**src/rtl/seg_scan_decoder_pkg.sv**
```systemverilog
// seg_scan_decoder_pkg: shared types and constants for the scanned
// seven-segment capture block. Segment codes are active-low {g,f,e,d,c,b,a}.
package seg_scan_decoder_pkg;

   localparam logic [6:0] SEG_0     = 7'b1000000;
   localparam logic [6:0] SEG_1     = 7'b1111001;
   localparam logic [6:0] SEG_2     = 7'b0100100;
   localparam logic [6:0] SEG_3     = 7'b0110000;
   localparam logic [6:0] SEG_4     = 7'b0011001;
   localparam logic [6:0] SEG_5     = 7'b0010010;
   localparam logic [6:0] SEG_6     = 7'b0000010;
   localparam logic [6:0] SEG_7     = 7'b1111000;
   localparam logic [6:0] SEG_8     = 7'b0000000;
   localparam logic [6:0] SEG_9     = 7'b0010000;
   localparam logic [6:0] SEG_A     = 7'b0001000;
   localparam logic [6:0] SEG_B     = 7'b0000011;
   localparam logic [6:0] SEG_C     = 7'b1000110;
   localparam logic [6:0] SEG_D     = 7'b0100001;
   localparam logic [6:0] SEG_E     = 7'b0000110;
   localparam logic [6:0] SEG_F     = 7'b0001110;
   localparam logic [6:0] SEG_BLANK = 7'b1111111;

   // Result of decoding one segment pattern.
   typedef struct packed {
      logic       ok;
      logic       blank;
      logic [3:0] nibble;
   } hex_dec_t;

   // TRACK: counting identical samples; HOLD: pattern accepted, waiting for a change.
   typedef enum logic {
      TRACK = 1'b0,
      HOLD  = 1'b1
   } state_e;

   // Number of active (low) anodes in a 4-bit anode vector.
   function automatic logic [2:0] count_low(input logic [3:0] v);
      logic [2:0] c;
      c = 3'd0;
      for (int i = 0; i < 4; i++) begin
         c = c + {2'b00, ~v[i]};
      end
      return c;
   endfunction

endpackage

```
**src/rtl/seg_scan_decoder_seg7_to_hex.sv**
```systemverilog
// seg7_to_hex: combinational lookup of an active-low seven-segment pattern
// into a hex nibble, with legal-decode and blank flags.
module seg7_to_hex
   import seg_scan_decoder_pkg::*;
(
   input  logic [6:0] seg_i,
   output hex_dec_t   dec_o
);

   // Table lookup; anything outside 0-F and blank decodes as nibble 0, not ok.
   always_comb begin
      dec_o = '{ok: 1'b1, blank: 1'b0, nibble: 4'h0};
      case (seg_i)
         SEG_0:     dec_o.nibble = 4'h0;
         SEG_1:     dec_o.nibble = 4'h1;
         SEG_2:     dec_o.nibble = 4'h2;
         SEG_3:     dec_o.nibble = 4'h3;
         SEG_4:     dec_o.nibble = 4'h4;
         SEG_5:     dec_o.nibble = 4'h5;
         SEG_6:     dec_o.nibble = 4'h6;
         SEG_7:     dec_o.nibble = 4'h7;
         SEG_8:     dec_o.nibble = 4'h8;
         SEG_9:     dec_o.nibble = 4'h9;
         SEG_A:     dec_o.nibble = 4'hA;
         SEG_B:     dec_o.nibble = 4'hB;
         SEG_C:     dec_o.nibble = 4'hC;
         SEG_D:     dec_o.nibble = 4'hD;
         SEG_E:     dec_o.nibble = 4'hE;
         SEG_F:     dec_o.nibble = 4'hF;
         SEG_BLANK: dec_o = '{ok: 1'b0, blank: 1'b1, nibble: 4'h0};
         default:   dec_o = '{ok: 1'b0, blank: 1'b0, nibble: 4'h0};
      endcase
   end

endmodule

```
**src/rtl/seg_scan_decoder.sv**
```systemverilog
// seg_scan_decoder: samples a multiplexed 4-digit active-low anode/segment
// bus, accepts a pattern after STABLE_CYCLES identical samples, decodes it and
// stores it per digit. Flags multi-anode patterns, frame completion and a
// dark display. Define SEG_SCAN_SYNC_EN to insert a 2-flop input synchronizer.
// Handshake: there is none; sample_en is a plain qualifier and every sampled
// value is consumed, new_digit/frame_done are single-cycle pulses.
module seg_scan_decoder
   import seg_scan_decoder_pkg::*;
#(
   parameter int STABLE_CYCLES  = 4,
   parameter int TIMEOUT_CYCLES = 1024
)(
   input  logic        clk,
   input  logic        rst_n,
   input  logic        sample_en,
   input  logic [3:0]  anode_in,
   input  logic [6:0]  seg_in,
   input  logic        clear,
   output logic [15:0] digit_val,
   output logic [3:0]  digit_ok,
   output logic [3:0]  digit_blank,
   output logic        new_digit,
   output logic [1:0]  digit_idx,
   output logic        frame_done,
   output logic        dark,
   output logic        err_multi,
   output state_e      dbg_state_o
);

   localparam int SW = $clog2(STABLE_CYCLES + 1);
   localparam int DW = $clog2(TIMEOUT_CYCLES + 1);

   logic [10:0] pat_s;

`ifdef SEG_SCAN_SYNC_EN
   logic [10:0] sync1_q, sync2_q;
   // Two-flop synchronizer; idles at all-ones (display dark, segments off).
   always_ff @(posedge clk or negedge rst_n) begin
      if (!rst_n) begin
         sync1_q <= '1;
         sync2_q <= '1;
      end else begin
         sync1_q <= {anode_in, seg_in};
         sync2_q <= sync1_q;
      end
   end
   assign pat_s = sync2_q;
`else
   assign pat_s = {anode_in, seg_in};
`endif

   logic [3:0]    anode_s;
   logic [10:0]   prev_q;
   logic          armed_q;
   logic [SW-1:0] cnt_q, cnt_d;
   logic [DW-1:0] dcnt_q;
   state_e        state_q;
   logic [3:0]    mask_q, mask_d;
   logic          same_s, accept_s, capture_s, one_low_s;
   logic [1:0]    idx_s;
   hex_dec_t      dec_s;

   logic [15:0] digit_val_q;
   logic [3:0]  digit_ok_q, digit_blank_q;
   logic        new_digit_q, frame_done_q, dark_q, err_multi_q;
   logic [1:0]  digit_idx_q;

   assign anode_s = pat_s[10:7];

   seg7_to_hex u_dec (
      .seg_i (pat_s[6:0]),
      .dec_o (dec_s)
   );

   // Stability count, accept decision, digit select and next frame mask.
   always_comb begin
      same_s    = armed_q && (pat_s == prev_q);
      cnt_d     = SW'(1);
      if (same_s) begin
         cnt_d = (cnt_q == SW'(STABLE_CYCLES)) ? cnt_q : cnt_q + SW'(1);
      end
      accept_s  = sample_en && (state_q == TRACK) && (cnt_d == SW'(STABLE_CYCLES));
      one_low_s = 1'b1;
      idx_s     = 2'd0;
      case (anode_s)
         4'b1110: idx_s = 2'd0;
         4'b1101: idx_s = 2'd1;
         4'b1011: idx_s = 2'd2;
         4'b0111: idx_s = 2'd3;
         default: one_low_s = 1'b0;
      endcase
      capture_s = accept_s && one_low_s;
      mask_d    = clear ? 4'h0 : mask_q;
      if (capture_s) begin
         mask_d = mask_d | ~anode_s;
      end
   end

   // Sampler, TRACK/HOLD FSM, digit store, frame and dark tracking.
   always_ff @(posedge clk or negedge rst_n) begin
      if (!rst_n) begin
         prev_q        <= '0;
         armed_q       <= 1'b0;
         cnt_q         <= '0;
         dcnt_q        <= '0;
         state_q       <= TRACK;
         mask_q        <= 4'h0;
         digit_val_q   <= 16'h0000;
         digit_ok_q    <= 4'h0;
         digit_blank_q <= 4'h0;
         new_digit_q   <= 1'b0;
         digit_idx_q   <= 2'd0;
         frame_done_q  <= 1'b0;
         dark_q        <= 1'b0;
         err_multi_q   <= 1'b0;
      end else begin
         new_digit_q  <= 1'b0;
         frame_done_q <= 1'b0;
         mask_q       <= clear ? 4'h0 : mask_q;
         if (clear) begin
            err_multi_q <= 1'b0;
         end
         if (sample_en) begin
            prev_q  <= pat_s;
            armed_q <= 1'b1;
            cnt_q   <= cnt_d;
            case (state_q)
               TRACK:   if (accept_s) state_q <= HOLD;
               HOLD:    if (!same_s) state_q <= TRACK;
               default: state_q <= TRACK;
            endcase
            if (accept_s && (count_low(anode_s) >= 3'd2)) begin
               err_multi_q <= 1'b1;
            end
            if (capture_s) begin
               digit_val_q[{idx_s, 2'b00} +: 4] <= dec_s.nibble;
               digit_ok_q[idx_s]    <= dec_s.ok;
               digit_blank_q[idx_s] <= dec_s.blank;
               new_digit_q <= 1'b1;
               digit_idx_q <= idx_s;
               dark_q      <= 1'b0;
               dcnt_q      <= '0;
               if (mask_d == 4'hF) begin
                  frame_done_q <= 1'b1;
                  mask_q       <= 4'h0;
               end else begin
                  mask_q <= mask_d;
               end
            end else if (anode_s == 4'hF) begin
               if (dcnt_q != DW'(TIMEOUT_CYCLES)) begin
                  dcnt_q <= dcnt_q + DW'(1);
                  if (dcnt_q + DW'(1) == DW'(TIMEOUT_CYCLES)) begin
                     dark_q <= 1'b1;
                     mask_q <= 4'h0;
                  end
               end
            end else begin
               dcnt_q <= '0;
            end
         end
      end
   end

   assign digit_val   = digit_val_q;
   assign digit_ok    = digit_ok_q;
   assign digit_blank = digit_blank_q;
   assign new_digit   = new_digit_q;
   assign digit_idx   = digit_idx_q;
   assign frame_done  = frame_done_q;
   assign dark        = dark_q;
   assign err_multi   = err_multi_q;
   assign dbg_state_o = state_q;

endmodule

```
**config.mk**
```make
export PLATFORM = sky130hd
export DESIGN_NAME = seg_scan_decoder
export DESIGN_NICKNAME = d
export VERILOG_FILES = /design/src/rtl/seg_scan_decoder_pkg.sv /design/src/rtl/seg_scan_decoder_seg7_to_hex.sv /design/src/rtl/seg_scan_decoder.sv
export SDC_FILE = /design/constraint.sdc
export NUM_CORES = 1
export LEC_CHECK = 0
export CORE_AREA = 2 2 108 68
export CTS_BUF_LIST = sky130_fd_sc_hd__clkbuf_8 sky130_fd_sc_hd__clkbuf_16
export DETAILED_ROUTE_END_ITERATION = 7
export DIE_AREA = 0 0 110 70
export PLACE_DENSITY_LB_ADDON = 0.3
export SYNTH_ARGS = -nofsm -noshare
export SYNTH_HDL_FRONTEND = slang
export SYNTH_SLANG_ARGS = --single-unit
```
**constraint.sdc**
```tcl
create_clock -name clk -period 3.3 [get_ports clk]
set_input_delay 0.495 -clock clk [delete_from_list [all_inputs] [get_ports clk]]
set_output_delay 0.495 -clock clk [all_outputs]
set_load 0.005 [all_outputs]
```
== Word level (Yosys, flattened, before mapping) ==
Cells that the tools add are included.
Word-level totals
  flip-flop bits (word level): 61
  latch bits: 0
  memory bits (writable): 0
  ROM bits: 0
  input port bits: 15
  output and inout bits: 31
  logic and storage cells: 112
  memories kept: 0
Operators by class
  add/sub/neg operators: 6
  multiply operators: 0
  divide/modulo/power cells: 0
  $lt $le $gt $ge: 3
  eq/ne operators: 28
  shift operators: 2
  multiplexer cells: 37
  bitwise gates (word level): 7
  reductions and logical operators: 15
Operator list (number)
  4-bit case mux with 15 select lines: 1
  7-bit equality test, second input constant: 5
  11-bit two-way mux: 3
  4-bit two-way mux: 8
  7-bit by 5-bit equality test with 1-bit output, second input constant: 3
  7-bit by 6-bit equality test with 1-bit output, second input constant: 3
  4-bit equality test, second input constant: 5
  16-bit bitwise mux: 1
  1-bit two-way mux: 16
  16-bit OR reduction: 1
  4-bit by 6-bit variable shift with 16-bit output, first input constant: 1
  4-bit by 6-bit variable part select with 16-bit output: 1
  7-bit by 2-bit equality test with 1-bit output, second input constant: 2
  7-bit by 4-bit equality test with 1-bit output, second input constant: 2
  11-bit by 1-bit adder with 11-bit output, second input constant: 1
  11-bit equality test: 1
  11-bit equality test, second input constant: 1
  11-bit != test, second input constant: 1
  4-bit bitwise mux: 2
  7-bit by 3-bit equality test with 1-bit output, second input constant: 1
  7-bit logical NOT: 1
  3-bit equality test, second input constant: 2
  1-bit logical AND: 6
  3-bit two-way mux: 2
  other kinds (21): 28

== Depth between registers and ports, before layout ==
Gate-level depths: netlist of the first run.
  word-level depth: 11
  depth in mapped cells: 9
  depth with buffers taken out: 9

== Hierarchy ==
From an unflattened synthesis of the first run, not the netlist that was laid out.
Unflattened totals
  cell total of the unflattened synthesis: 362
  area total of the unflattened synthesis: 3669.8 sq um
By module, submodules not included
  seg_scan_decoder: instances 1, cells an instance 314, area each 3325.7 sq um, seq. area each 1526.5 sq um
  seg7_to_hex: instances 1, cells an instance 48, area each 344.1 sq um, seq. area each 0.0 sq um

== Worst setup path before layout of the first run ==
Ideal clock, no wire load.
  path type: reg2reg
  from: reg cnt_q[0]
  to: reg digit_val_q[10] (netlist: digit_val[10])
  library setup time: 0.128 ns
  data arrival time: 2.179 ns
  required time: 3.172 ns
  path slack: 0.994 ns
  stages on the path, launching flop included: 10
  buffers on the path: 1
  clock period less this slack: 2.306 ns
  cell sequence: dfrtp_1 inv_1 ha_1 o31ai_1 a21oi_1 nor4_4 and3_1 buf_4 nand2_1 mux2_1
On the way
  longest elaborated chain between the ends: 7
  elaborated cells between the ends (all ways): 8
  classes of those cells: add/sub (1); eq/ne (2); mux (2); reduce/logical (3)
RTL lines
  start, declared: RTL line seg_scan_decoder.sv:55  | logic [SW-1:0] cnt_q, cnt_d;
  start signal, assigned: RTL line seg_scan_decoder.sv:126  | cnt_q <= cnt_d;
  3-bit by 1-bit adder with 3-bit output or 3-bit equality test (tied branches): RTL line seg_scan_decoder.sv:80  | cnt_d = (cnt_q == SW'(STABLE_CYCLES)) ? cnt_q : cnt_q + SW'(1);
  3-bit two-way mux (*): RTL line seg_scan_decoder.sv:80
  3-bit two-way mux (*): RTL line seg_scan_decoder.sv:79  | if (same_s) begin
  3-bit equality test (*): RTL line seg_scan_decoder.sv:82  | accept_s = sample_en && (state_q == TRACK) && (cnt_d == SW'(STABLE_CYCLES));
  1-bit logical AND (*): RTL line seg_scan_decoder.sv:82
  1-bit logical AND (*): RTL line seg_scan_decoder.sv:92  | capture_s = accept_s && one_low_s;
  2-bit AND reduction (no source line) (*)
  end signal, assigned by index: RTL line seg_scan_decoder.sv:136  | digit_val_q[{idx_s, 2'b00} +: 4] <= dec_s.nibble;
  end, declared: RTL line seg_scan_decoder.sv:63  | logic [15:0] digit_val_q;
Mark *: on every way between the ends. The rest lies on a longest branch, timed or not.
A chain may end at the register's enable or synchronous reset.

== Final worst setup path of the first run ==
  from: in anode_in[1]
  to: reg digit_val_q[5] (netlist: digit_val[5])
On the way
  longest elaborated chain between the ends: 7
  elaborated cells between the ends (all ways): 18
  classes of those cells: add/sub (1); eq/ne (6); shift (2); mux (4); reduce/logical (5)
RTL lines
  start, declared: RTL line seg_scan_decoder.sv:16  | input logic [3:0] anode_in,
  parallel branches: the longest is 7 deep, another holds 4-bit negation with 6-bit output
Several ways; the timed one is not identified.

==> qor.yml, run 1 <==
worst_hold_path:
  hold_path.class: "in -> async"
drt:
  wl_met2_um: 3554
  post_drt_wl_per_cell_um: 16.75
  routed_via_density: 5.782
  wl_met3_um: 495
  routed_wl_um: 8609
  drtIter0Drc: 261
  wl_met1_um: 4501
  drt_first_pass_iters: 5
  top_layer: "met4"
  drtAntennaViolNets: 0
  vias: 2972
  drcViolationCount: 0
critical_path:
  critPathArrivalTime_ns: 2.95
  r2r-start: "cnt_q[0]"
  reg2reg_slack_ns: 0.59
  worst-setup-path-type: "in -> reg"
  worst_setup_path_end_kind: "register"
  worstPathRequired_ns: 3.52
  critPathLaunch: "anode_in[1]"
  start_kind: "input pin"
  crit_fanout: 7
  rr_worst_depth: 8
  rr_endpoint: "digit_val[5]"
  critical_path.endpoint: "digit_val[5]"
timing:
  period_minus_slack_ns: 2.728
  hold_viol_final: 0
  slew_headroom: 0.2857
  fmax_mhz: 366.5
  worst_pin_slew_ns: 1.071
  fin_setup_tns_ns: 0
  setup_ws_ns: 0.5715
  rsz0062_at_grt: "false"
  setup_violations: 0
  skew_ns: 0.005637
  fin_crit_sh: 0.8268
  drv_slew: 0
  finalHoldWorstSlack_ns: 0.3509
synthesis:
  synth.avg_cell_area_sq_um: 9.931
  ys.warnings.count: 0
  synth_nets: 398
  syn_inst: 368
  ys_seq_area_frac: 0.4177
  synth_edf_count: 0
  synth-seq-cells: 61
  syn-cell-area_sq_um: 3655
  synth.distinct_cells: 62
  ys.flop_type: "dfrtp_1"
  async_flop_share: 1.000
pwr:
  power_density_nw_per_um2: 406.1
  ir_drop_mv: 0.3019
  p_leak_nw: 1.942
placement:
  post-dp-hpwl_um: 6114
  place_ws_ns: 0.2610
  place.gp.congestion: 0.8553
  dp_cells: 498
  io_buffers: 45
floorplan:
  io_pins: 46
  rows: 24
  die-area_sq_um: 7700
  start_util: 0.5315
  die_y_um: 70
  fp.dieW_um: 110
  core_area_sq_um: 6877
clock_network:
  tritoncts: "done"
  clk_pin_slew_worst_paths_ns: 0.07
  hold_buffers: 0
  cts_root_buf: "clkbuf_8"
  clock-sinks: 61
  post-cts-setup-buffer-count: 0
  numCtsBuffers: 9
  clockBufferDepth: 2
  worstSkewPairLatency_ns: 0.34
  htree_num_levels: 3
  post_cts_resize_count: 0
finish:
  n_fill_cell: 554
  fin_cells: 514
  area_delta_synth_final_pct: 22.25
  drive_above_1_share: 0.1277
  nets: 448
  diodes: 0
  final_core_util: 0.6497
status:
  status: "finished, final reports clean"
run:
  max-cap-violations: 0
global_routing:
  antenna_found_initial: 0
  grt_pass1_wl_um: 14300
  grt_max_degree: 50
  first_global_vias: 2847
  grt_overflow: 0
  track_usage: 0.2417
## report_power, final
part           internal (W)  switching [W]  total [W]
logic             0.0000852       0.000120   0.000205
registers          0.000768      0.0000203   0.000788
clock network      0.000520       0.000300   0.000821
total               0.00137       0.000441    0.00181
## how the worst min path moves through the flow
stage / from / to / slack, ns / cells after the start
3_3_place_gp: digit_idx[1] / digit_idx[1] / 0.46 / 2
4_1_cts: rst_n / mask_q[0] / 0.38 / 1
3_5_place_dp: digit_idx[1] / digit_idx[1] / 0.48 / 2
5_1_grt: rst_n / new_digit / 0.43 / 1
2_1_floorplan: rst_n / armed_q / 0.20 / 0
6_report: rst_n / digit_blank[1] / 0.35 / 1
## worst max-delay path, stage by stage
cell and delay (ns):
clkdlybuf4s50_1 0.61, inv_1 0.13, ha_1 0.21, mux2_2 0.27, nand2_1 0.20, ha_1 0.34, nor2b_1 0.17, nand2_1 0.15
nor2_1 0.07, mux2_1 0.31
## final cells by class
cell class                 count  area [sq um]  area share
clock buffer                  10         137.6     0.03080
clock inverter                 6         110.1     0.02464
inverter                      18         67.56     0.01512
multi-input combinational    271          1977      0.4425
sequential                    61          1526      0.3416
tap                           91         113.9     0.02548
timing repair buffer          57         535.5      0.1199
## metal layers
layer  GRT usage  vias up
li1            -     1434
met1      0.3943     1456
met2      0.3217       77
met4     0.06329        0
met3     0.04762        5
met5           0        -
## sequential cells by signal (all words and copies together) (netlist names), 2 cells and up
name         count
digit_val       16
dcnt_q          11
prev_q          11
digit_blank      4
digit_ok         4
mask_q           4
cnt_q            3
digit_idx        2
## placed cells by master, fill, tap and decap left out, types with 7 or more instances in the layout
cell type and n:
dfrtp_1 61, clkdlybuf4s50_1 44, nand2_1 34, nor2_1 22, mux2_1 20, inv_1 18
mux2_2 16, a21oi_1 15, ha_1 14, xnor2_1 12, nor3_1 12, buf_4 12
o21ai_0 11, nand3_1 11, nor2b_1 10, clkbuf_8 10, nand4_1 9, a31oi_1 8
o31ai_1 7
## stage by stage
| step | power, W | area (sq um) |
|---|---|---|
| 6_report | 0.001814 | 4468 |
| 5_1_grt | 0.001886 | 4468 |
| 4_1_cts | 0.001823 | 4468 |
| 3_5_place_dp | 0.001005 | 4220 |
| 3_3_place_gp | 0.0009966 | 4220 |
| 2_1_floorplan | 0.0009257 | 3655 |
## synth_stat cells, drive strengths merged, types with 3 or more instances
master   number  area [sq um]
nand3        11         55.05
and2          3         18.77
nand2        36         140.1
o22ai         3         18.77
xnor2        13         121.4
o21ai        11         55.05
dfrtp        61          1526
buf           7         42.54
nand2b        3         18.77
nor3         13         76.33
a21o          3         22.52
nand4bb       3         33.78
a21oi        15         75.07
a31oi         9         62.56
o31ai         7         52.55
nor2         22         82.58
ha           14         175.2
clkbuf       11         41.29
nor4          3         33.78
inv          18         67.56
and3          3         18.77
or4           3         22.52
nor2b        10         62.56
mux2         36         405.4
nand4         9         56.30
## kinds of logic after synthesis
logic type                 synth area share
DFF                                  0.4177
AOI/OAI and AO/OA                    0.1277
buffers and inverters               0.04142
adders and majority gates           0.05341
xor gates and xnor gates            0.03800
and+or+nand+nor                      0.2054
muxes                                0.1164
Note: power is estimated with default switching activity, not from simulation.
==> run 2: changes to the inputs <==
CORE_AREA = 2 2 114 72   (was 2 2 108 68)
DIE_AREA = 0 0 116 74   (was 0 0 110 70)
clock period = 2.4 ns   (was 3.3 ns; I/O delays follow)
==> run 2 against run 1 <==
  * Global-route usage up 0.13 points
  * First-iteration DRC count grew 10%
  * Wire length rose by 18%
  * Final cell count increased by 15%
  * Core utilization is 4.0 points higher
  * Critical path depth is 1 lower
  * Final area increased by 17%
  * Register-to-register slack lost 0.57 ns
  * Clock power rose by 72%
  * Combinational power rose by 67%
  * Clock skew rose by 0.0025 ns
  * Sequential share of layout area decreased by 4.9 points
==> qor.yml, run 2 (synthesized netlist as in run 1, its figures left out) <==
finish:
  area_delta_synth_final_pct: 42.93
  diodes: 0  # unchanged
  final_common_cell: "buf_4"
  fin_cells: 589  # +15%
  drive_above_1_share: 0.2952  # +0.1676
  largest_reg_flops: 16  # unchanged
  final_cell_mix: "buf_4, dfrtp_1, clkdlybuf4s50_1, nand2_1, nor2_1"
  n_fill_cell: 533  # -3.8%
  nets: 506  # +13%
  final_area_sq_um: 5224  # +17%
status:
  status: "finished, final reports clean"
floorplan:
  die-area_sq_um: 8584  # +11%
  start_util: 0.4828  # -0.04867
  io_pins: 46  # unchanged
  die_y_um: 74  # +5.7%
  fp.dieW_um: 116  # +5.5%
  rows: 25  # +4.2%
  core_area_sq_um: 7570  # +10%
pwr:
  power_density_nw_per_um2: 543.2  # +34%
  sw_frac_of_total: 0.2490  # +0.006066
  ir_drop_mv: 0.4541  # +50%
  p_leak_nw: 2.324  # +20%
  power.share.clock: 0.496  # +0.044
  comb_power_share: 0.121  # +0.008
  p_int_w: 0.002131  # +55%
  power.switching_w: 0.0007065  # +60%
  power.share.sequential: 0.383  # -0.051
  total_power_w: 0.002837  # +56%
critical_path:
  worstPathRequired_ns: 2.65  # -0.87 ns
  crit_fanout: 3  # -4
  start_kind: "register"
  worst-setup-path-type: "reg -> reg"
  critPathArrivalTime_ns: 2.63  # -0.32 ns
  worst_setup_path_end_kind: "register"
clock_network:
  worstSkewPairLatency_ns: 0.33  # about the same
  clk_pin_slew_worst_paths_ns: 0.06  # about the same
  clockBufferDepth: 2  # unchanged
  numCtsBuffers: 9  # unchanged
  tritoncts: "done"
  hold_buffers: 0  # unchanged
  clock-sinks: 61  # unchanged
  cts_root_buf: "clkbuf_16"
  htree_num_levels: 3  # unchanged
timing:
  drv_slew: 0  # unchanged
  slew_headroom: 0.4746  # +0.1890
  period_minus_slack_ns: 2.380
  setup_violations: 0  # unchanged
  fmax_mhz: 420.2
  hold_viol_final: 0  # unchanged
  worst_pin_slew_ns: 0.7881  # -0.2834 ns
  skew_ns: 0.008177  # +0.002540 ns
  rsz0062_at_grt: "true"
  fin_setup_tns_ns: 0  # unchanged
  fin_crit_sh: 0.9915
  setup_ws_ns: 0.02044  # -0.5511 ns
drt:
  drtAntennaViolNets: 0  # unchanged
  drt_first_pass_iters: 5  # unchanged
  post_drt_wl_per_cell_um: 17.26  # +3.1%
  routed_via_density: 5.587  # -3.4%
  vias: 3291  # +11%
  drcViolationCount: 0  # unchanged
  routed_wl_um: 10170  # +18%
  drtIter0Drc: 288  # +10%
global_routing:
  grt_overflow: 0  # unchanged
  grt_pass1_wl_um: 15860  # +11%
  track_usage: 0.2431  # +0.001343
  first_global_vias: 3174  # +11%
  grt_max_degree: 62  # +24%
  antenna_found_initial: 0  # unchanged
run:
  max-cap-violations: 0  # unchanged
placement:
  place.gp.congestion: 0.8780  # +2.7%
  place_ws_ns: -0.2670  # -0.5280 ns
  io_buffers: 45  # unchanged
  post-dp-hpwl_um: 7052  # +15%
  dp_cells: 566  # +14%
  placed_area_sq_um: 4624  # +9.6%
worst_hold_path:
  hold_path.class: "in -> async"
run 2: cell type report:
cell class,count,area (sq um),share of cell area
Clock buffer,9,225.2,0.04311
Clock inverter,7,98.84,0.01892
Inverter,18,67.56,0.01293
Multi-Input combinational cell,271,2180,0.4172
Sequential cell,61,1526,0.2922
Tap cell,108,135.1,0.02587
Timing Repair Buffer,115,991.0,0.1897
run 2: metrics by stage:
| stage | utilization | hold slack, ns |
|---|---|---|
| global placement | 0.6109 | 0.4624 |
| global route | 0.6901 | 0.2623 |
| CTS | 0.6575 | 0.2254 |
| floorplan | - | 0.06441 |
| finish | 0.6901 | 0.1936 |
| detailed placement | 0.6109 | 0.4806 |
run 2: metal layers:
metal | GRT usage | wire length [um] | up-vias
li1 | - | - | 1547
met1 | 0.3445 | 4650 | 1615
met2 | 0.3632 | 4627 | 118
met3 | 0.07090 | 795 | 11
met4 | 0.07937 | 95 | 0
met5 | 0 | 0 | -
run 2: what timing repair did:
action / CTS / global route
pin swaps: 1 / 12
gates resized for setup: 6 / 38
setup endpoints to repair: 24 / 33
hold endpoints to repair: 0 / 0
gates cloned: 0 / 1
buffers inserted: 1 / 6
run 2: power by group through the flow:
stage	sequential [W]	clock, W	combinational (W)
global route	0.00109	0.00148	0.000373
global placement	0.00110	0	0.000321
finish	0.00109	0.00141	0.000342
floorplan	0.00110	0	0.000176
CTS	0.00109	0.00142	0.000333
detailed placement	0.00110	0	0.000328
run 2: path summary, 6_finish.rpt:
path                               start            end  slack (ns)  cells after the start
max                             cnt_q[0]      mask_q[2]        0.02                      9
max reg2reg                     cnt_q[0]      mask_q[2]        0.02                      9
min                                rst_n  digit_val[13]        0.19                      2
min reg2reg                digit_val[10]  digit_val[10]        0.49                      1
max in group asynchronous          rst_n      mask_q[2]        1.68                      2
min in group clk           digit_val[10]  digit_val[10]        0.49                      1
run 2: critical path, stage by stage, from the launching register on:
cell	delay (ns)
dfrtp_1	0.41
inv_2	0.08
ha_4	0.20
o31ai_4	0.26
a21oi_2	0.12
nor4_4	0.32
buf_4	0.19
nand2_4	0.05
or4_4	0.53
a21oi_2	0.13
==> run 3: changes to the inputs <==
CTS_CLUSTER_DIAMETER = 100   (was unset)
SETUP_SLACK_MARGIN = 0.3   (was unset)
==> run 3 against run 2 <==
  * Clock skew decreased by 0.0016 ns
  * Wire length is 1.1% lower
  * Count of clock-buffer cells in the layout did not move
  * Flip-flop and latch count stayed put
  * First-iteration DRC count decreased by 33%
  * Worst setup slack improved by 0.21 ns
  * Largest power group unchanged
  * Hold slack worse by 0.13 ns
  * Global-route usage grew 1.4 points
  * Sequential share of layout area fell by 0.24 points
  * Maximum frequency grew 9.8%
  * Via count decreased by 1.3%
==> qor.yml, run 3 (synthesized netlist as in run 1, its figures left out) <==
drt:
  routed_wl_um: 10060  # -1.1%
  drtAntennaViolNets: 0  # unchanged
  routed_via_density: 5.600  # +0.22%
  vias: 3248  # -1.3%
  post_drt_wl_per_cell_um: 17.34  # +0.42%
  drcViolationCount: 0  # unchanged
  drt_first_pass_iters: 4  # -1
  drtIter0Drc: 194  # -33%
clock_network:
  clock-sinks: 61  # unchanged
  htree_num_levels: 3  # unchanged
  cts_root_buf: "clkbuf_16"
  tritoncts: "done"
  worstSkewPairLatency_ns: 0.34  # about the same
  clk_pin_slew_worst_paths_ns: 0.06  # about the same
  numCtsBuffers: 9  # unchanged
  clockBufferDepth: 2  # unchanged
global_routing:
  first_global_vias: 3279  # +3.3%
  track_usage: 0.2567  # +0.01367
  grt_pass1_wl_um: 16600  # +4.7%
  antenna_found_initial: 0  # unchanged
  grt_overflow: 0  # unchanged
  grt_max_degree: 34  # -45%
timing:
  fin_crit_sh: 0.9030  # -0.08848
  worst_pin_slew_ns: 0.6826  # -0.1054 ns
  setup_ws_ns: 0.2328  # +0.2124 ns
  fmax_mhz: 461.4  # +9.8%
  skew_ns: 0.006626  # -0.001551 ns
  slew_headroom: 0.5449  # +0.07028
  period_minus_slack_ns: 2.167  # -0.2124 ns
  finalHoldWorstSlack_ns: 0.05926  # -0.1344 ns
  setup_violations: 0  # unchanged
  drv_slew: 0  # unchanged
  rsz0062_at_grt: "true"
  hold_viol_final: 0  # unchanged
finish:
  nets: 497  # -1.8%
  fin_cells: 580  # -1.5%
  largest_reg_flops: 16  # unchanged
  regArea_sq_um: 1530  # +0.25%
  drive_above_1_share: 0.3347  # +0.03953
  final_common_cell: "dfrtp_1"
  area_delta_synth_final_pct: 44.47
  n_fill_cell: 570  # +6.9%
  final_core_util: 0.6975  # +0.007438
  diodes: 0  # unchanged
  multi_input_comb_area_sq_um: 2323  # +6.6%
  final_cell_mix: "dfrtp_1, buf_4, clkdlybuf4s50_1, nand2_1, nor2_1"
floorplan:
  core_area_sq_um: 7570  # unchanged
  die_y_um: 74  # unchanged
  io_pins: 46  # unchanged
  rows: 25  # unchanged
  start_util: 0.4828  # unchanged
  die-area_sq_um: 8584  # unchanged
  fp.dieW_um: 116  # unchanged
critical_path:
  worst_setup_path_end_kind: "register"
  critPathArrivalTime_ns: 2.45  # -0.18 ns
  worstPathRequired_ns: 2.68  # +0.03 ns
  crit_fanout: 8  # +5
  worst-setup-path-type: "in -> reg"
  start_kind: "input pin"
pwr:
  ir_drop_mv: 0.3924  # -14%
  power_density_nw_per_um2: 524.7  # -3.4%
  p_leak_nw: 2.354  # +1.3%
run:
  max-cap-violations: 0  # unchanged
placement:
  io_buffers: 45  # unchanged
  place_ws_ns: -0.2836  # -0.01667 ns
  dp_cells: 554  # -2.1%
  place.gp.congestion: 0.8049  # -8.3%
  post-dp-hpwl_um: 6920  # -1.9%
worst_hold_path:
  hold_path.class: "in -> async"
status:
  status: "finished, final reports clean"
run 3: cell types whose count changed in the layout (fill, tap and decap cells not counted), sizes merged:
cell,delta
clkdlybuf4s50,-10
a31oi,+1
clkinv,-1
dlymetal6s2s,+1
bufinv,-1
clkinvlp,+2
dlygate4sd2,+9
buf,-10
run 3: path summary, 6_finish.rpt:
check                               from             to  slack (ns)  depth (start not counted)
setup / recovery               seg_in[4]   digit_val[0]        0.23                          8
hold / removal                     rst_n   digit_val[2]        0.06                          1
setup reg to reg                cnt_q[0]      mask_q[2]        0.25                          8
hold reg to reg            digit_val[12]  digit_val[12]        0.49                          1
max in group asynchronous          rst_n      dcnt_q[0]        1.70                          2
min in group clk           digit_val[12]  digit_val[12]        0.49                          1
run 3: final cells by class:
cell class                      count  share of cell area
Clock inverter                      7             0.01422
Multi-Input combinational cell    272              0.4400
Tap cell                          108             0.02559
Clock buffer                        9             0.04265
Inverter                           18             0.01280
Timing Repair Buffer              105              0.1749
Sequential cell                    61              0.2898
run 3: through the flow:
stage	total power, W	TNS [ns]	cell area, sq um
after floorplan	0.001274	0	3687
after global placement	0.001417	-4.286	4576
after detailed placement	0.001427	-7.094	4576
after CTS	0.002765	0	5156
after global routing	0.002878	0	5280
final	0.002770	0	5280
run 3: report_power, final:
part           internal [W]  switching, W
Combinational      0.000167      0.000194
Sequential          0.00106     0.0000385
Clock              0.000806      0.000506
Total               0.00203      0.000738
run 3: repair_timing:
action                     4_1_cts  5_1_grt
gates resized for setup         60       18
setup endpoints to repair       39       42
hold buffers                     0        0
setup buffers                    5        4
pin swaps                       11        8
cloned                           0        1
run 3: worst max-delay path: stages:
cell	delay, ns
clkdlybuf4s50_1	0.47
buf_4	0.19
buf_4	0.16
nor2_1	0.18
nand4b_1	0.11
o211ai_1	0.44
nor3b_2	0.34
mux2_4	0.19
run 3: layer usage:
metal	GRT usage	vias up	share of wire
met5	0	-	0
met4	0.09259	0	0.020
met3	0.06846	17	0.053
met2	0.3853	76	0.44
met1	0.3632	1613	0.49
li1	-	1542	-
==> variant 1 (flow settings as in run 3) <==
Register the inputs `sample_en` and `clear` before use, with the module's reset. The logic sees them one clock later. The other inputs are not delayed to match.
--- a/src/rtl/seg_scan_decoder.sv
+++ b/src/rtl/seg_scan_decoder.sv
@@ -31,2 +31,15 @@
    localparam int DW = $clog2(TIMEOUT_CYCLES + 1);
+
+   logic sample_en_q;
+   logic clear_q;
+
+   always_ff @(posedge clk or negedge rst_n) begin
+      if (!rst_n) begin
+         sample_en_q <= '0;
+         clear_q     <= '0;
+      end else begin
+         sample_en_q <= sample_en;
+         clear_q     <= clear;
+      end
+   end
 
@@ -81,3 +94,3 @@
       end
-      accept_s  = sample_en && (state_q == TRACK) && (cnt_d == SW'(STABLE_CYCLES));
+      accept_s  = sample_en_q && (state_q == TRACK) && (cnt_d == SW'(STABLE_CYCLES));
       one_low_s = 1'b1;
@@ -92,3 +105,3 @@
       capture_s = accept_s && one_low_s;
-      mask_d    = clear ? 4'h0 : mask_q;
+      mask_d    = clear_q ? 4'h0 : mask_q;
       if (capture_s) begin
@@ -118,7 +131,7 @@
          frame_done_q <= 1'b0;
-         mask_q       <= clear ? 4'h0 : mask_q;
-         if (clear) begin
+         mask_q       <= clear_q ? 4'h0 : mask_q;
+         if (clear_q) begin
             err_multi_q <= 1'b0;
          end
-         if (sample_en) begin
+         if (sample_en_q) begin
             prev_q  <= pat_s;
Function: changed (Yosys sat finds a counterexample within 10 cycles, from zero or initial values and one cycle with rst_n low).
==> variant 1 against run 3 <==
Largest cell class unchanged; design area about the same; sequential cell count increased by 2; cell count increased by 4.0%; area after synthesis increased by 3.2%; worst setup slack got worse by 0.16 ns; power decreased by 4.7%; critical endpoint is now digit_blank[2]; wire length increased by 2.4%.
==> variant 1: results (changes against run 3) <==
Logic synthesis
  – Top cells by area, synth: dfrtp_1, mux2_2, ha_1, xnor2_1, nor2_1
  – Syn Nets: 417 (+4.8%)
  – Multiplexer share of the synthesized area: 0.1151 (-0.001269)
  – Sequential cell area fraction in the yosys report: 0.4180 (about the same)
  – Adder-Cell Fraction of Synth Area: 0.05176 (-0.001648)
  – Post-Synth XOR/XNOR Area: 0.03716 (-0.0008408)
  – Top cells by count, synth: dfrtp_1, nor2_1, mux2_2, nand2_1, inv_1
  – Compound-cell area share of the yosys netlist: 0.1294 (+0.001700)

Setup path
  – Slowest CP cell: dfrtp_1
  – Worst EP arrival: 2.55 ns (+0.10 ns)
  – CP max FO: 6 (-2)
  – Worst path max stage delay: 0.38 ns (-0.09 ns)

Detailed routing
  – DRT Pass-1 Iters: 5 (+1)
  – Avg WL per Cell: 17.07 µm (-1.5%)
  – Vias: 3414 (+5.1%)
  – Initial DRC count: 337 (+74%)

Finish
  – Non-filler cells, final: 603 (+4.0%)
  – Filler cells: 587 (+3.0%)
  – Layout cells sized above 1: 0.3313 (-0.003433)
  – Final net count: 522 (+5.0%)

GRT
  – Largest net degree at the start of global routing: 39 (+15%)
  – First-pass GRT wire length: 16740 µm (+0.83%)
  – Vias in the first global route: 3304 (+0.76%)

Power
  – Internal power: 1981 µW (-2.5%)
  – VDD IR max: 473.3 µV (+21%)

Outcome
  – Status: finished clean

Place
  – Inst Count DP: 577 (+4.2%)
  – GPL Wtd Cong: 0.8782 (+9.1%)
  – Placement Setup Slack: -0.2119 ns (+0.07178 ns)
  – DP Wirelength: 7298 µm (+5.5%)
  – IO Port Bufs: 45 (unchanged)

Timing
  – Skew final: 0.01103 ns (+0.004400 ns)
  – Slew headroom: 0.5919 (+0.04703)

Clock tree
  – Maximum clock path buffer count: 2 (unchanged)

Worst hold path
  – Worst Hold Class: primary input to asynchronous set/reset pin
-- variant 1: final cells by class --
| class | instances | area [µm²] | area share |
|---|---|---|---|
| Sequential cell | 63 | 1577 | 0.2986 |
| Inverter | 19 | 71.32 | 0.01351 |
| Clock inverter | 3 | 20.02 | 0.003792 |
| Tap cell | 108 | 135.1 | 0.02560 |
| Multi-Input combinational cell | 280 | 2167 | 0.4105 |
| Clock buffer | 11 | 252.7 | 0.04788 |
| Timing Repair Buffer | 119 | 1056 | 0.2000 |
-- variant 1: metrics by stage --
step / instance area, µm² / hold WS [ns]
after global placement: 4730 / 0.4121
after CTS: 5190 / 0.04952
after global routing: 5279 / 0.08612
after floorplan: 3786 / 0.06441
final: 5279 / 0.02641
after detailed placement: 4730 / 0.4024
-- variant 1: metal layers --
| metal | up-vias | track usage | part of all wire | wire [µm] |
|---|---|---|---|---|
| li1 | 1599 | - | - | - |
| met1 | 1712 | 0.3876 | 0.50 | 5162 |
| met2 | 95 | 0.3717 | 0.43 | 4408 |
| met3 | 8 | 0.08150 | 0.058 | 595 |
| met4 | 0 | 0.04762 | 0.013 | 130 |
| met5 | - | 0 | 0 | 0 |
-- variant 1: cells by family (layout without fill, tap and decap cells) --
family / count (synthesis) / in the layout
XOR/XNOR: 16 / 16
multiplexers: 39 / 39
flip-flops: 63 / 63
AO/OA/AOI/OAI: 72 / 72
adder cells (fa/ha/maj): 15 / 15
buffers and inverters: 44 / 152
AND/OR/NAND/NOR: 138 / 138
-- variant 1: timing repair --
item	CTS	global route
gates resized for setup	34	10
setup endpoints to repair	44	44
pin swaps	5	2
buffers inserted	7	5
-- variant 1: power by group through the flow --
stage | clock, µW | combinational [µW] | sequential [µW]
after global placement | 0 | 304 | 1120
after global routing | 1260 | 359 | 1100
after floorplan | 0 | 161 | 1110
final | 1210 | 328 | 1100
after detailed placement | 0 | 306 | 1120
after CTS | 1220 | 319 | 1100
-- variant 1: path summary, 6_finish.rpt --
path	from	endpoint	slack, ns	depth (start not counted)
max in group asynchronous	rst_n	prev_q[4]	1.75	2
min reg2reg	digit_val[0]	digit_val[0]	0.49	1
min	rst_n	digit_ok[0]	0.03	1
min in group clk	clear	clear_q	0.47	1
max reg2reg	cnt_q[1]	digit_blank[2]	0.08	9
max	cnt_q[1]	digit_blank[2]	0.08	9
-- variant 1: critical path, delay by kind of cell (launching register included) --
kind            cells  cell delay [ns]
simple gates        4             0.93
flops               1             0.38
mux                 1             0.30
compound gates      1             0.22
buf+inv             2             0.21
fa+ha+maj           1             0.17
==> variant 2 (flow settings as in run 3) <==
Without the edit above. Build with the macro `SEG_SCAN_SYNC_EN` defined.
--- a/src/rtl/seg_scan_decoder.sv
+++ b/src/rtl/seg_scan_decoder.sv
@@ -6,2 +6,4 @@
 // value is consumed, new_digit/frame_done are single-cycle pulses.
+`define SEG_SCAN_SYNC_EN
+
 module seg_scan_decoder
Check against the original RTL: not equivalent (a bounded check fails within 10 cycles, from zero or initial values and one cycle with rst_n low).
==> variant 2 against run 3 <==
The flow now finishes with violations (negative hold slack); sequential cell count up 22; count of clock-buffer cells in the layout grew 2; worst setup slack worse by 0.093 ns; power rose by 13%; largest cell class unchanged; design area increased by 11%; area after synthesis rose by 23%; largest power group is now sequential cells; sequential power up 35%; wire length up 18%; critical path depth down 1; maximum frequency is 4.1% lower; global-route usage is 3.0 points higher.
==> variant 2: results (changes against run 3) <==
Timing
  – Max Clk Rate: 442.5 MHz (-4.1%)
  – Skew final: 0.008949 ns (+0.002322 ns)
  – Fin. Hold Viols: 1 (+1)
  – Least-Margin Pin Slew: 0.5559 ns (-0.1267 ns)
  – Hold Slack: -0.001169 ns (-0.06042 ns)

Outcome
  – Status: finished, violations left
  – Failing checks: negative hold slack

Logic synthesis
  – Sequential cell area fraction in the yosys report: 0.4698 (+0.05217)
  – Post-synthesis cell type count: 69 (+11%)
  – Top cells by area, synth: dfrtp_1, dfstp_2, mux2_2, ha_1, xnor2_1
  – Top cells by count, synth: dfrtp_1, mux2_2, nor2_1
  – Yosys Warn Count: 0 (unchanged)
  – Syn Nets: 451 (+13%)
  – Asr flop ratio synth: 1.000 (unchanged)

Power
  – VDD IR max: 384.6 µV (-2.0%)
  – Static Leak: 0.002499 µW (+6.1%)

Setup path
  – Setup slack, reg-to-reg: 0.14 ns (-0.11 ns)
  – Slowest CP cell: dfstp_2
  – Worst path max stage delay: 0.57 ns (+0.10 ns)
  – Worst EP arrival: 2.48 ns (+0.03 ns)
  – CP max FO: 12 (+4)

Clock tree
  – Maximum clock path buffer count: 2 (unchanged)
  – CTS buffer count: 9 (unchanged)
  – Worst-skew pair later-pin latency: 0.34 ns (about the same)
  – Root Driver: clkbuf_16
  – H-tree levels: 3 (unchanged)
  – Reg clk slew, reported paths: 0.06 ns (about the same)

Place
  – Placed cell area: 5166 µm² (+13%)
  – IO Port Bufs: 45 (unchanged)
  – Placement Setup Slack: 0.01768 ns (+0.3013 ns)
  – DP Wirelength: 7700 µm (+11%)
  – GPL Wtd Cong: 0.9546 (+19%)

Detailed routing
  – DRT Pass-1 Iters: 6 (+2)
  – DRT Wirelength: 11830 µm (+18%)
  – Vias: 3749 (+15%)
  – Initial DRC count: 365 (+88%)

Finish
  – Antenna Cells: 0 (unchanged)
  – Largest register FFs: 16 (unchanged)
  – Layout cells sized above 1: 0.3340 (-0.0007458)
  – Final net count: 525 (+5.6%)

GRT
  – First-pass GRT wire length: 18550 µm (+12%)
  – GRT Total Usage: 0.2869 (+0.03017)
  – Largest net degree at the start of global routing: 41 (+21%)
  – Initial antenna violation count: 0 (unchanged)
  – Vias in the first global route: 3638 (+11%)

Worst hold path
  – Worst Hold Class: primary input to asynchronous set/reset pin
## variant 2: layout make-up
type                       count  area (µm²)
multi-input combinational    291        2416
tap                          108       135.1
sequential                    83        2106
clock buffer                  11       252.7
fill                         480        1725
clock inverter                 5       28.78
timing repair buffer          87       819.5
inverter                      23       86.33
## variant 2: cell families (layout without fill, tap and decap cells)
kind of cell,Yosys count,count (layout),share of synthesized area
AOI/OAI and AO/OA,93,93,0.1503
xor gates and xnor gates,18,18,0.03520
adders and majority gates,15,15,0.04358
buffers and inverters,48,126,0.04804
DFF,83,83,0.4698
muxes,35,35,0.08939
and+or+nand+nor,129,130,0.1637
## variant 2: worst max-delay path, delay by kind of cell, from the launching register on
family                 cells  cell delay (ns)
multiplexers               1             0.31
XOR/XNOR                   1             0.13
buffers and inverters      2             0.38
AND/OR/NAND/NOR            3             0.73
flip-flops                 1             0.57
## variant 2: timing repair
item	4_1_cts	5_1_grt
hold buffers	0	0
gates cloned	0	1
endpoints found under the setup margin	42	44
setup buffers	10	7
pin swaps	12	8
gates resized for setup	23	36
## variant 2: layer usage
| metal | track usage | wire length, µm | vias to the layer above |
|---|---|---|---|
| li1 | - | - | 1680 |
| met1 | 0.4144 | 5216 | 1822 |
| met2 | 0.4224 | 5340 | 213 |
| met3 | 0.08883 | 1051 | 34 |
| met4 | 0.08466 | 219 | 0 |
| met5 | 0 | 0 | - |
## variant 2: path summary, 6_finish.rpt
kind                                  to  cells past startpoint         from
setup / recovery             digit_ok[3]                      7     pat_s[5]
hold / removal             digit_val[14]                      1        rst_n
setup reg to reg             digit_ok[3]                      7     pat_s[5]
hold reg to reg                pat_s[10]                      0  sync1_q[10]
max in group asynchronous    sync1_q[10]                      2        rst_n
min in group clk               pat_s[10]                      0  sync1_q[10]
## variant 2: power by group
group / switching [µW] / internal [µW]
combinational: 191 / 157
clock: 549 / 749
sequential: 31.3 / 1460
## variant 2: stage by stage
step	instances	power, µW	hold slack (ns)
6_report	608	3133	-0.001169
5_1_grt	608	3232	0.03738
4_1_cts	600	3112	0.01142
3_5_place_dp	574	1801	0.3493
3_3_place_gp	574	1788	0.3475
2_1_floorplan	421	1679	0.06441
